--- src/rtl/osc_pkg.sv ---
// rtl/osc_pkg.sv - shared types and limits for the multi-phase oscillator
package osc_pkg;

  localparam int MAX_PHASES = 8;
  localparam int MAX_CNT_W  = 16;

  typedef enum logic [1:0] {
    IDLE = 2'd0,
    RUN  = 2'd1,
    STOP = 2'd2
  } osc_state_e;

  typedef struct packed {
    logic [MAX_CNT_W-1:0] period;
    logic [MAX_CNT_W-1:0] high;
  } osc_cfg_t;

endpackage

--- src/rtl/osc_phase_seq.sv ---
// rtl/osc_phase_seq.sv - sub-counter and phase index producing one-hot phase pulses
module osc_phase_seq
  import osc_pkg::*;
#(
  parameter int NUM_PHASES = 4,
  parameter int CNT_W      = 8
) (
  input  logic                  clk,
  input  logic                  reset,
  input  logic                  run,
  input  logic                  restart,
  input  logic [MAX_CNT_W-1:0]  high,
  output logic [NUM_PHASES-1:0] phase
);

  localparam int IDX_W = 4;

  logic [CNT_W-1:0]      sub_q, sub_d;
  logic [IDX_W-1:0]      idx_q, idx_d;
  logic [NUM_PHASES-1:0] phase_q, phase_d;
  logic                  sub_wrap;

  assign sub_wrap = (MAX_CNT_W'(sub_q) == high - MAX_CNT_W'(1));

  always_comb begin
    sub_d   = sub_q;
    idx_d   = idx_q;
    phase_d = '0;
    if (!run || restart) begin
      sub_d = '0;
      idx_d = '0;
    end else if (idx_q != IDX_W'(NUM_PHASES)) begin
      // index saturates at NUM_PHASES so the tail of the period stays quiet
      if (sub_wrap) begin
        sub_d = '0;
        idx_d = idx_q + 1'b1;
      end else begin
        sub_d = sub_q + 1'b1;
      end
    end
    if (run && (idx_d < IDX_W'(NUM_PHASES))) begin
      phase_d = NUM_PHASES'(1) << idx_d;
    end
  end

  always_ff @(posedge clk) begin
    if (reset) begin
      sub_q   <= '0;
      idx_q   <= '0;
      phase_q <= '0;
    end else begin
      sub_q   <= sub_d;
      idx_q   <= idx_d;
      phase_q <= phase_d;
    end
  end

  assign phase = phase_q;

endmodule

--- src/rtl/osc_phase_gen.sv ---
// rtl/osc_phase_gen.sv - run/stop FSM, period counter and shadowed config for the phase generator
module osc_phase_gen
  import osc_pkg::*;
#(
  parameter int NUM_PHASES = 4,
  parameter int CNT_W      = 8,
  parameter int DEF_PERIOD = 10,
  parameter int DEF_HIGH   = 2
) (
  input  logic                  clk,
  input  logic                  reset,
  input  logic                  enable,
  input  logic                  oneshot,
  input  logic                  cfg_load,
  input  logic [CNT_W-1:0]      period_in,
  input  logic [CNT_W-1:0]      high_in,
  output logic [NUM_PHASES-1:0] phase,
  output logic                  tick,
  output logic                  busy,
  output logic                  done,
  output logic                  cfg_err
);

  if (NUM_PHASES < 1 || NUM_PHASES > MAX_PHASES) begin : g_bad_phases
    $error("osc_phase_gen: NUM_PHASES out of range");
  end
  if (CNT_W > MAX_CNT_W) begin : g_bad_width
    $error("osc_phase_gen: CNT_W too wide");
  end
  if (DEF_PERIOD < 2 || DEF_HIGH < 1 || NUM_PHASES * DEF_HIGH > DEF_PERIOD) begin : g_bad_default
    $error("osc_phase_gen: invalid default period/high");
  end

  localparam osc_cfg_t DEF_CFG = '{period: MAX_CNT_W'(DEF_PERIOD), high: MAX_CNT_W'(DEF_HIGH)};

  osc_state_e       state_q, state_d;
  logic [CNT_W-1:0] cnt_q, cnt_d;
  osc_cfg_t         active_q, active_d, shadow_q, shadow_d;
  logic             oneshot_q, oneshot_d;
  logic             hold_q, hold_d;
  logic             tick_q, tick_d, busy_q, busy_d, done_q, done_d, cfg_err_q, cfg_err_d;
  logic             last, run_d, restart, cfg_bad;
  logic [CNT_W+2:0] need;

  assign need    = (CNT_W+3)'(high_in) * (CNT_W+3)'(NUM_PHASES);
  assign cfg_bad = (period_in < CNT_W'(2)) || (high_in == '0) || (need > (CNT_W+3)'(period_in));
  assign last    = (MAX_CNT_W'(cnt_q) == active_q.period - MAX_CNT_W'(1));

  always_comb begin
    state_d   = state_q;
    cnt_d     = cnt_q;
    active_d  = active_q;
    oneshot_d = oneshot_q;
    hold_d    = hold_q;
    shadow_d  = shadow_q;
    cfg_err_d = cfg_err_q;
    unique case (state_q)
      IDLE: begin
        if (enable && !hold_q) begin
          state_d   = RUN;
          cnt_d     = '0;
          active_d  = shadow_q;
          oneshot_d = oneshot;
        end
      end
      RUN: begin
        if (last) begin
          cnt_d = '0;
          if (!enable || oneshot_q) state_d = IDLE;
          else                      active_d = shadow_q;
        end else begin
          cnt_d = cnt_q + 1'b1;
          if (!enable || oneshot_q) state_d = STOP;
        end
      end
      STOP: begin
        if (last) begin
          cnt_d   = '0;
          state_d = IDLE;
        end else begin
          cnt_d = cnt_q + 1'b1;
        end
      end
      default: begin
        state_d = IDLE;
        cnt_d   = '0;
      end
    endcase
    // a finished one-shot waits for enable to drop before it may re-arm
    if (state_q != IDLE && state_d == IDLE && oneshot_q) hold_d = 1'b1;
    if (!enable) hold_d = 1'b0;
    if (cfg_load) begin
      if (cfg_bad) begin
        cfg_err_d = 1'b1;
      end else begin
        shadow_d  = '{period: MAX_CNT_W'(period_in), high: MAX_CNT_W'(high_in)};
        cfg_err_d = 1'b0;
      end
    end
    run_d   = (state_d != IDLE);
    restart = (cnt_d == '0);
    tick_d  = run_d && restart;
    busy_d  = run_d;
    done_d  = (state_q != IDLE) && (state_d == IDLE);
  end

  always_ff @(posedge clk) begin
    if (reset) begin
      state_q   <= IDLE;
      cnt_q     <= '0;
      active_q  <= DEF_CFG;
      shadow_q  <= DEF_CFG;
      oneshot_q <= 1'b0;
      hold_q    <= 1'b0;
      tick_q    <= 1'b0;
      busy_q    <= 1'b0;
      done_q    <= 1'b0;
      cfg_err_q <= 1'b0;
    end else begin
      state_q   <= state_d;
      cnt_q     <= cnt_d;
      active_q  <= active_d;
      shadow_q  <= shadow_d;
      oneshot_q <= oneshot_d;
      hold_q    <= hold_d;
      tick_q    <= tick_d;
      busy_q    <= busy_d;
      done_q    <= done_d;
      cfg_err_q <= cfg_err_d;
    end
  end

  osc_phase_seq #(
    .NUM_PHASES(NUM_PHASES),
    .CNT_W     (CNT_W)
  ) u_seq (
    .clk    (clk),
    .reset  (reset),
    .run    (run_d),
    .restart(restart),
    .high   (active_q.high),
    .phase  (phase)
  );

  assign tick    = tick_q;
  assign busy    = busy_q;
  assign done    = done_q;
  assign cfg_err = cfg_err_q;

endmodule

--- config.mk ---
export PLATFORM = sky130hd
export DESIGN_NAME = osc_phase_gen
export DESIGN_NICKNAME = d
export VERILOG_FILES = /design/src/rtl/osc_pkg.sv /design/src/rtl/osc_phase_seq.sv /design/src/rtl/osc_phase_gen.sv
export SDC_FILE = /design/constraint.sdc
export NUM_CORES = 1
export LEC_CHECK = 0
export BUFFER_PORTS_ARGS = -buffer_cell sky130_fd_sc_hd__buf_2
export CORE_ASPECT_RATIO = 0.7
export CORE_MARGIN = 2
export CORE_UTILIZATION = 55
export DETAILED_ROUTE_END_ITERATION = 10
export PLACE_DENSITY_LB_ADDON = 0.05
export SLEW_MARGIN = 15
export SYNTH_ARGS = -nofsm -noshare
export SYNTH_HDL_FRONTEND = slang
export SYNTH_HIERARCHICAL = 1
export SYNTH_SLANG_ARGS = --single-unit
--- constraint.sdc ---
create_clock -name clk -period 7.8 [get_ports clk]
set_input_delay 1.56 -clock clk [delete_from_list [all_inputs] [get_ports clk]]
set_output_delay 1.56 -clock clk [all_outputs]
set_load 0.02 [all_outputs]
# After elaboration in Yosys (flattened, before gate mapping)
# Index checks and enable logic that the tools add are counted.
dict set report word_totals {
  in_bits 21
  wordCells 79
  regBits 80
}
dict set report classes {
  mux 18
  n_reduce_logical 26
  n_eq_ne 8
  n_addsub 5
  n_lt_le_gt_ge 3
  shifts 1
  bitwise 3
}
# op n
set ops {}
lappend ops {{$mux W32} 3}
lappend ops {{$pmux W32 S2} 1}
lappend ops {{$eq A8 B16 Y1} 2}
lappend ops {{$sub A16 B1 Y16 const B} 2}
lappend ops {{$mux W8} 3}
lappend ops {{$add A8 B1 Y8 const B} 2}
lappend ops {{$logic_not A8 Y1} 2}
lappend ops {{$pmux W8 S2} 1}
lappend ops {{$mux W4} 3}
lappend ops {{$gt A10 B8 Y1} 1}
lappend ops {{$mux W2} 5}
lappend ops {{$lt A8 B2 Y1 const B} 1}
lappend ops {{$reduce_or A2 Y1} 4}
lappend ops {{$ne A2 B2 Y1 const B} 3}
lappend ops {{$pmux W2 S3} 1}
lappend ops {{$reduce_bool A2 Y1} 3}
lappend ops {{$logic_and A1 B1 Y1} 5}
lappend ops {{$add A4 B1 Y4 const B} 1}
lappend ops {{$logic_not A2 Y1} 2}
lappend ops {{$logic_or A1 B1 Y1} 4}
lappend ops {{$lt A4 B3 Y1 const B} 1}
lappend ops {{$ne A4 B3 Y1 const B} 1}
lappend ops {{$reduce_and A2 Y1} 2}
lappend ops {{$reduce_and A4 Y1} 1}
lappend ops {{other kinds (6)} 10}

# Logic depth before layout (Yosys ltp)
# Gate-level depths: netlist of run 1.
dict set report logic_depth {
  word_depth 13
  depth_mapped 15
  ltp_nobuf 14
}

# Cells and area by module
# The synthesis of run 1 kept the hierarchy.
# module area_per_inst_um2 cells_each n_inst
set by_module_without_submodules {}
lappend by_module_without_submodules {osc_phase_gen 2807.7 315 1}
lappend by_module_without_submodules {osc_phase_seq 1422.6 160 1}

# Least setup slack after synthesis of run 1
# OpenSTA, ideal clock, no wires.
dict set report synth_path {
  path_type {input to register}
  startpoint {input period_in[3]}
  endpoint {register shadow_q[20] (netlist bit)}
  setup_ps 128
  required_ps 7672
  path_slack_ps 4152
  arrival_ps 3520
  path_stages 11
  path_cell_list {inv_1 ha_1 a21o_1 a21o_1 a21o_1 a211oi_1 o21a_1 clkbuf_1 buf_2 mux2i_1 nor2_1}
}
dict set report synth_between {
  elab_chain_len 5
}
# element line_no
set synth_lines {}
lappend synth_lines {{start, declared} osc_phase_gen.sv:15} ;# input logic [CNT_W-1:0] period_in,
lappend synth_lines {{$lt A8 B2 Y1} osc_phase_gen.sv:46} ;# assign cfg_bad = (period_in < CNT_W'(2)) || (high_in == '0) || (need > (CNT_W+3)'(period_in));
lappend synth_lines {{$logic_or A1 B1 Y1} osc_phase_gen.sv:46}
lappend synth_lines {{$logic_or A1 B1 Y1 (*)} osc_phase_gen.sv:46}
lappend synth_lines {{$not A1 Y1 (no line) (*)} n/a}
lappend synth_lines {{$reduce_and A2 Y1 (no line) (*)} n/a}
lappend synth_lines {{end signal, assigned} osc_phase_gen.sv:123} ;# shadow_q <= shadow_d;
lappend synth_lines {{end, declared} osc_phase_gen.sv:38} ;# osc_cfg_t active_q, active_d, shadow_q, shadow_d;
# Every way passes the cells marked *; elsewhere a longest branch is shown, timed or not.
# A chain may end at the register's enable or synchronous reset.

# Worst setup path in the final report of run 1
dict set report layout_path {
  startpoint {register active_q[18] (netlist bit)}
  endpoint {register u_seq.sub_q[7]}
}
dict set report layout_between {
  elab_chain_len 8
}
# element line_no
set layout_lines {}
lappend layout_lines {{start, declared} osc_phase_gen.sv:38}
lappend layout_lines {{start signal, assigned} osc_phase_gen.sv:122} ;# active_q <= active_d;
lappend layout_lines {{$sub A16 B1 Y16 (*)} osc_phase_gen.sv:47} ;# assign last = (MAX_CNT_W'(cnt_q) == active_q.period - MAX_CNT_W'(1));
lappend layout_lines {{$eq A8 B16 Y1 (*)} osc_phase_gen.sv:47}
lappend layout_lines {{$mux W2 (on tied branches)} {osc_phase_gen.sv:77, osc_phase_gen.sv:67}}
lappend layout_lines {{$pmux W2 S3 (*)} osc_phase_gen.sv:57} ;# unique case (state_q)
lappend layout_lines {{$reduce_bool A2 Y1 (*)} osc_phase_gen.sv:100} ;# run_d = (state_d != IDLE);
lappend layout_lines {{via busy_d} osc_phase_gen.sv:41} ;# logic tick_q, tick_d, busy_q, busy_d, done_q, done_d, cfg_err_q, cfg_err_d;
lappend layout_lines {{$logic_not A1 Y1 (*)} osc_phase_seq.sv:29} ;# if (!run || restart) begin
lappend layout_lines {{$logic_or A1 B1 Y1 (*)} osc_phase_seq.sv:29}
lappend layout_lines {{$reduce_or A2 Y1 (no line) (*)} n/a}
lappend layout_lines {{end signal, assigned} osc_phase_seq.sv:52} ;# sub_q <= sub_d;
lappend layout_lines {{end, declared} osc_phase_seq.sv:18} ;# logic [CNT_W-1:0] sub_q, sub_d;
# Mark *: on every way through the listed nets, which the timed path passes. The rest lies on a longest branch.

==> results of run 1 <==
[cell families after synthesis]
kind of cell | after synthesis | synth area share, %
AO/OA/AOI/OAI | 98 | 20.94
XOR/XNOR | 27 | 5.590
adder cells (fa/ha/maj) | 17 | 5.028
buffers and inverters | 52 | 6.063
flip-flops | 64 | 30.29
multiplexers | 17 | 4.170
other | 1 | 0.08865
AND/OR/NAND/NOR | 199 | 27.83
[placed cells by master, fill, tap and decap left out, types with 16 or more instances in the layout]
cell type,netlist,layout
inv_1,25,25
nand2b_1,17,17
conb_1,1,24
dfxtp_1,64,64
nor3_1,22,22
ha_1,17,17
nand2_1,23,23
buf_2,3,28
nor2_1,44,44
nand3_1,16,16
[critical path, cell delays in order (launching register included)]
cell and delay, ns:
dfxtp_1 0.36, nor3_2 0.39, nand2_1 0.15, nor3_1 0.18, ha_1 0.28, xnor2_1 0.13, or4_4 0.53, a211oi_4 0.24
nand4_4 0.23, a211o_1 0.37, a21boi_2 0.16, nor2_1 0.09, nor2b_1 0.17, nand2b_1 0.53, nor3_1 0.13
[routing by layer]
layer | vias to the layer above | wire (um)
met1 | 1676 | 5243
met4 | 0 | 95
met5 | - | 0
met3 | 10 | 809
met2 | 132 | 3647
li1 | 1796 | -
[flip-flops by register name (all words and copies together) (netlist names)]
signal,flops
active_q,16
shadow_q,16
cnt_q,8
u_seq/sub_q,8
u_seq/idx_q,4
u_seq/phase,4
state_q,2
busy,1
cfg_err,1
done,1
hold_q,1
oneshot_q,1
tick,1
[worst max-delay path by stage]
stage / from / to / slack, ns / depth (start not counted)
floorplan: period_in[3] / shadow_q[20] / 4.15 / 11
CTS: active_q[18] / u_seq/sub_q[6] / 3.73 / 14
global route: active_q[18] / u_seq/sub_q[7] / 3.37 / 14
finish: active_q[18] / u_seq/sub_q[7] / 3.68 / 14
global placement: enable / u_seq/sub_q[4] / 3.76 / 10
detailed placement: enable / u_seq/sub_q[0] / 3.69 / 10
[power groups by stage]
stage / sequential [mW] / clock [mW] / combinational [mW]
2_1_floorplan: 0.368 / 0 / 0.170
3_3_place_gp: 0.363 / 0 / 0.206
3_5_place_dp: 0.364 / 0 / 0.209
4_1_cts: 0.357 / 0.300 / 0.210
5_1_grt: 0.359 / 0.315 / 0.233
6_report: 0.357 / 0.294 / 0.211
[final cells by class]
cell class                 instances  area share (%)
multi-input combinational        382           60.11
sequential                        64           27.71
clock buffer                      11           3.275
timing repair buffer              28           3.031
tap                               98           2.652
inverter                          25           2.030
clock inverter                     5           1.191
[through the flow]
stage | total power, mW | hold slack, ns | instances
floorplan | 0.5379 | 0.4163 | 498
global placement | 0.5691 | 0.4394 | 597
detailed placement | 0.5725 | 0.4504 | 597
CTS | 0.8670 | 0.4675 | 613
global route | 0.9075 | 0.4902 | 613
finish | 0.8626 | 0.4585 | 613
==> summary.txt, run 1 <==
Run status
  – Status: complete, no violations

Drt
  – Remaining DRCs: 0
  – Post-DRT Antenna Nets: 0
  – Drt pass-1 iters: 5
  – Final WL: 9.796 mm
  – WL per Instance: 15.98 um
  – Vias post-DR: 3614
  – Iter 0 DRT Violations: 254
  – Via/cell ratio: 5.896

Synthesis
  – Async SR Flop Fraction: 0%
  – Top FF cell, synth: dfxtp_1
  – Synth top cells by count: dfxtp_1 (64), nor2_1 (44), inv_1 (25)
  – Area fraction of the dominant cell type after synthesis: 30.29%
  – Yosys top cell by area: dfxtp_1
  – Post-synth EDFFs: 0
  – Mapped Area: 0.004230 sq mm
  – Yosys cell types: 85
  – Seq/Total Area, Yosys: 30.29%
  – Gate Count Post-Synth: 475
  – Synth Area per Inst: 8.906 sq um
  – Flip-flop and latch count after synthesis: 64
  – Count leader, synth: dfxtp_1
  – Area contributors post-synth: dfxtp_1 (30%), ha_1 (5.0%), nor2_1 (3.9%)
  – Synthesis Warnings: 6

Pwr
  – Pint: 0.5877 mW
  – Combinational fraction of design power: 24.5%
  – Pwr Density: 186.6 mW/mm^2
  – Clock network fraction of design power: 34.1%
  – Sequential power share: 41.4%
  – Lkg Pwr: 1.785 nW
  – Switching power: 0.2748 mW
  – Worst vdd ir: 0.1280 mV
  – Sw Share: 31.86%

Critical path
  – Worst Path Arrival: 4.32 ns
  – R2R Setup Slk: 3.68 ns
  – Crit end category: register
  – Worst flop-to-flop path startpoint: active_q[18]
  – Critical path fanouts, max: 15
  – Startpoint types: register
  – Req. time, crit path: 8.00 ns
  – WS Path Type: register to register
  – Reg-to-Reg End: u_seq/sub_q[7]
  – Path depth of the worst reg2reg path: 14

Final layout
  – Synth-to-layout area growth: 9.287%
  – Seq. cell area: 0.001281 sq mm
  – Multi-input gate area: 0.002779 sq mm
  – Fillers: 643
  – N_diodes: 0
  – Nets: 548
  – Share of layout cells above drive strength 1: 19.42%
  – Fin area: 0.004623 sq mm
  – Final design utilization: 62.61%

Global route
  – Global route hottest layer: met1
  – Initial antenna violation count: 0
  – GR Layer Usage met2: 31.81%
  – Largest net degree at the start of global routing: 55
  – First-pass GRT wire length: 16.38 mm
  – Overflow after GRT: 0
  – Gr usage total: 24.98%
  – Number of global-route vias before repair: 3281
  – Grt met1 use: 41.05%
  – Grt met3 use: 5.966%

Place
  – Routability Congestion: 0.8639
  – Port buffer count: 28
  – DP Worst Slack: 3.685 ns
  – Placed cell area: 0.004417 sq mm
  – HPWL Detailed: 7.345 mm

Floorplan
  – Core Region: 0.007385 sq mm
  – Die area: 0.008420 sq mm
  – IO Pins: 29
  – Die width: 108.8 um
  – Row Count: 26
  – Initial Utilization: 57.29%
  – Chip Height: 77.38 um

STA
  – Setup TNS Final: 0 ns
  – # setup viols final: 0
  – Worst Max-Slew Pin Slew: 0.8734 ns
  – RSZ-0062 raised after global routing: false
  – Skew final: 0.008926 ns
  – Fin worst setup slack: 3.684 ns
  – Post-route minimum period: 4.116 ns
  – Slew Viols, Final: 0
  – Peak Freq: 0.2429 GHz
  – Worst slew margin: 41.77%
  – Crit share post-route: 52.77%
  – Hold Violations, Final: 0

CTS
  – Root Driver: clkbuf_8
  – Clk Latency, worst-skew pair: 0.35 ns
  – CTS tree: yes
  – Max Root-Sink Buffers: 2
  – Htree depth: 3
  – Post-CTS Resized: 0
  – Hold buffers post-CTS: 0
  – CTS Sinks: 64
  – Clock transition at path regs: 0.07 ns
  – Number of buffers created by CTS: 9
  – Post-CTS Setup Repair Bufs: 0

Job
  – Max-Cap Viols: 0

Worst hold path
  – HP Start: hold_q
  – Hold Path Depth: 2
  – Worst min path class: register to register
  – Hold Path Sink: hold_q
Power figures use the tool's default switching activity.
==> inputs of run 2 (changes only) <==
--- a/config.mk
+++ b/config.mk
@@ -5,6 +5,7 @@
 export SDC_FILE = /design/constraint.sdc
 export NUM_CORES = 1
 export LEC_CHECK = 0
+export ABC_AREA = 1
 export BUFFER_PORTS_ARGS = -buffer_cell sky130_fd_sc_hd__buf_2
 export CORE_ASPECT_RATIO = 0.7
 export CORE_MARGIN = 2
==> constraint.sdc (replaced) <==
create_clock -name clk -period 3.4 [get_ports clk]
set_input_delay 0.68 -clock clk [delete_from_list [all_inputs] [get_ports clk]]
set_output_delay 0.68 -clock clk [all_outputs]
set_load 0.02 [all_outputs]
==> run 2 against run 1 <==
  * Setup slack worse by 3.4 ns
  * Critical endpoint is now u_seq/sub_q[2]
  * Core utilization increased by 0.86 points
  * Final area down 1.3%
  * Sequential share of layout area increased by 0.36 points
  * Critical path type unchanged
  * Highest routed layer unchanged
  * Die area down 5.0%
==> summary.txt, run 2 <==
Run status
  – Status: complete, no violations

Final layout
  – Fin area: 0.004563 sq mm
  – Top flop regs: active_q (16), shadow_q (16)
  – Fillers: 690
  – Most common cell after layout, fill and taps aside: nand2_1
  – Nets: 709
  – N_diodes: 0
  – Share of layout cells above drive strength 1: 13.76%
  – Synth-to-layout area growth: 13.79%
  – Commonest non-fill, non-tap cells in the layout: nand2_1 (147), nor2_1 (104), inv_1 (77)
  – Non-Filler Instances: 774
  – Final design utilization: 63.47%

Floorplan
  – IO Pins: 29
  – Die area: 0.008001 sq mm
  – Initial Utilization: 55.78%
  – Chip Height: 75.44 um
  – Core Region: 0.007189 sq mm
  – Die width: 106.1 um
  – Row Count: 26

Place
  – HPWL Detailed: 6.896 mm
  – Cell count after placement: 758
  – Port buffer count: 28
  – Placed cell area: 0.004308 sq mm
  – Routability Congestion: 0.9239

Critical path
  – Critical path fanouts, max: 10
  – Crit path launch: active_q[18]
  – Req. time, crit path: 3.69 ns
  – R2R Setup Slk: 0.29 ns
  – Startpoint types: register
  – Worst Path Arrival: 3.40 ns
  – Worst flop-to-flop path startpoint: active_q[18]
  – Reg-to-Reg End: u_seq/sub_q[2]
  – Crit end category: register
  – WS Path Type: register to register
  – Worst setup endpoint: u_seq/sub_q[2]
  – Path depth of the worst reg2reg path: 25

Synthesis
  – Area contributors post-synth: dfxtp_1 (32%), nand2_1 (14%), nor2_1 (9.8%)
  – Mapped Area: 0.004010 sq mm
  – Yosys cell types: 45
  – Seq/Total Area, Yosys: 31.95%
  – Synth Area per Inst: 6.520 sq um
  – Synth top cells by count: nand2_1 (147), nor2_1 (105), inv_1 (78)
  – Top FF cell, synth: dfxtp_1
  – Async SR Flop Fraction: 0%
  – Synthesis Warnings: 6
  – Area fraction of the dominant cell type after synthesis: 31.95%
  – Count leader, synth: nand2_1
  – Post-synth EDFFs: 0
  – Yosys top cell by area: dfxtp_1
  – Gate Count Post-Synth: 615
  – Flip-flop and latch count after synthesis: 64

Global route
  – Gr usage total: 23.10%
  – Overflow after GRT: 0
  – Largest net degree at the start of global routing: 35
  – First-pass GRT wire length: 14.70 mm
  – Initial antenna violation count: 0
  – Number of global-route vias before repair: 3234

CTS
  – Number of buffers created by CTS: 9
  – Clock transition at path regs: 0.07 ns
  – CTS tree: yes
  – Max Root-Sink Buffers: 2
  – Post-CTS Setup Repair Bufs: 0
  – Htree depth: 3
  – Clk Latency, worst-skew pair: 0.34 ns
  – Hold buffers post-CTS: 0
  – CTS Sinks: 64
  – Root Driver: clkbuf_8

STA
  – Crit share post-route: 91.55%
  – Worst Max-Slew Pin Slew: 0.8801 ns
  – Setup TNS Final: 0 ns
  – RSZ-0062 raised after global routing: false
  – Slew Viols, Final: 0
  – Peak Freq: 0.3212 GHz
  – # setup viols final: 0
  – Post-route minimum period: 3.113 ns
  – Hold Violations, Final: 0
  – Skew final: 0.01007 ns
  – Worst slew margin: 41.26%

Drt
  – Via/cell ratio: 4.973
  – Final WL: 9.039 mm
  – Drt pass-1 iters: 5
  – WL per Instance: 11.68 um
  – Vias post-DR: 3849
  – Post-DRT Antenna Nets: 0
  – Iter 0 DRT Violations: 232
  – Remaining DRCs: 0

Pwr
  – Pint: 1.771 mW
  – Sw Share: 43.36%
  – Lkg Pwr: 2.230 nW
  – Combinational fraction of design power: 43.3%
  – Power Total: 3.127 mW
  – Pwr Density: 685.3 mW/mm^2
  – Worst vdd ir: 0.4508 mV
  – Clock network fraction of design power: 23.5%
  – Switching power: 1.356 mW
  – Sequential power share: 33.1%

Worst hold path
  – Worst min path class: register to register
  – HP Start: shadow_q[7]

Job
  – Max-Cap Viols: 0
run 2: changes by cell type in the layout (fill, tap and decap cells not counted), moves of 15 or more:
cell	change
inv_1	+52
nor3_1	-22
nand2_1	+124
o21ai_0	+28
nand2b_1	-17
nand3_1	+23
nor2_1	+60
mux2i_1	-15
run 2: worst min path at each step:
| stage | to | depth (start not counted) |
|---|---|---|
| 4_1_cts | shadow_q[7] | 2 |
| 3_5_place_dp | shadow_q[7] | 2 |
| 5_1_grt | shadow_q[17] | 2 |
| 2_1_floorplan | shadow_q[7] | 2 |
| 6_report | shadow_q[7] | 2 |
| 3_3_place_gp | shadow_q[7] | 2 |
run 2: power groups by stage:
| stage | Sequential [mW] | Clock (mW) | Combinational [mW] |
|---|---|---|---|
| after detailed placement | 1.03 | 0 | 1.31 |
| after floorplan | 1.03 | 0 | 1.09 |
| after global placement | 1.03 | 0 | 1.29 |
| final | 1.04 | 0.735 | 1.36 |
| after global routing | 1.05 | 0.785 | 1.56 |
| after CTS | 1.02 | 0.752 | 1.32 |
run 2: metal layers:
| metal | global-route usage [%] | routed length (um) |
|---|---|---|
| met5 | 0 | 0 |
| met4 | 6.433 | 126 |
| met3 | 5.047 | 506 |
| met2 | 31.90 | 3459 |
| met1 | 35.77 | 4947 |
run 2: cell type report:
cell class                 count  area (sq um)  share of cell area, %
multi-input combinational    484          2467                  54.07
sequential                    64          1281                  28.08
inverter                      83         314.1                  6.882
timing repair buffer          29         147.6                  3.236
clock buffer                  10         137.6                  3.016
tap                           98         122.6                  2.687
clock inverter                 6         92.59                  2.029
run 2: kinds of logic (layout without fill, tap and decap cells):
group,after synthesis,in the layout,share of synthesized area [%]
AND/OR/NAND/NOR,354,354,40.37
AO/OA/AOI/OAI,69,69,9.236
flip-flops,64,64,31.95
adder cells (fa/ha/maj),17,17,5.304
buffers and inverters,95,128,9.766
XOR/XNOR,15,15,3.276
other,1,29,0.09351
run 2: repair_timing:
action | in CTS | in global routing
setup endpoints to repair | 0 | 11
resized for setup | 0 | 7
endpoints found under the hold margin | 0 | 0
run 2: per-stage QoR:
stage	worst slack [ns]	hold WS (ns)
final	0.2871	0.4385
after global routing	0.03230	0.4956
after detailed placement	0.04831	0.4346
after CTS	0.02161	0.4459
after floorplan	0.3807	0.4159
after global placement	0.1890	0.4249
run 2: critical path, stage by stage, from the launching register on:
cell and delay [ns]:
dfxtp_1 0.38, nor2_4 0.14, nand3_2 0.12, nor3_2 0.11, ha_1 0.25, nand2_1 0.07, nand2_1 0.04, nand2_1 0.05
nor2_1 0.04, nand3_1 0.08, nor2_2 0.05, nand3_4 0.13, nand3_1 0.08, o21ai_0 0.11, nand2_1 0.10, nand2_1 0.08
nor2_1 0.05, nand2_1 0.10, inv_1 0.08, nor2_4 0.17, inv_1 0.07, or2_2 0.28, or2_4 0.29, inv_4 0.06
nand3_1 0.07, inv_1 0.05
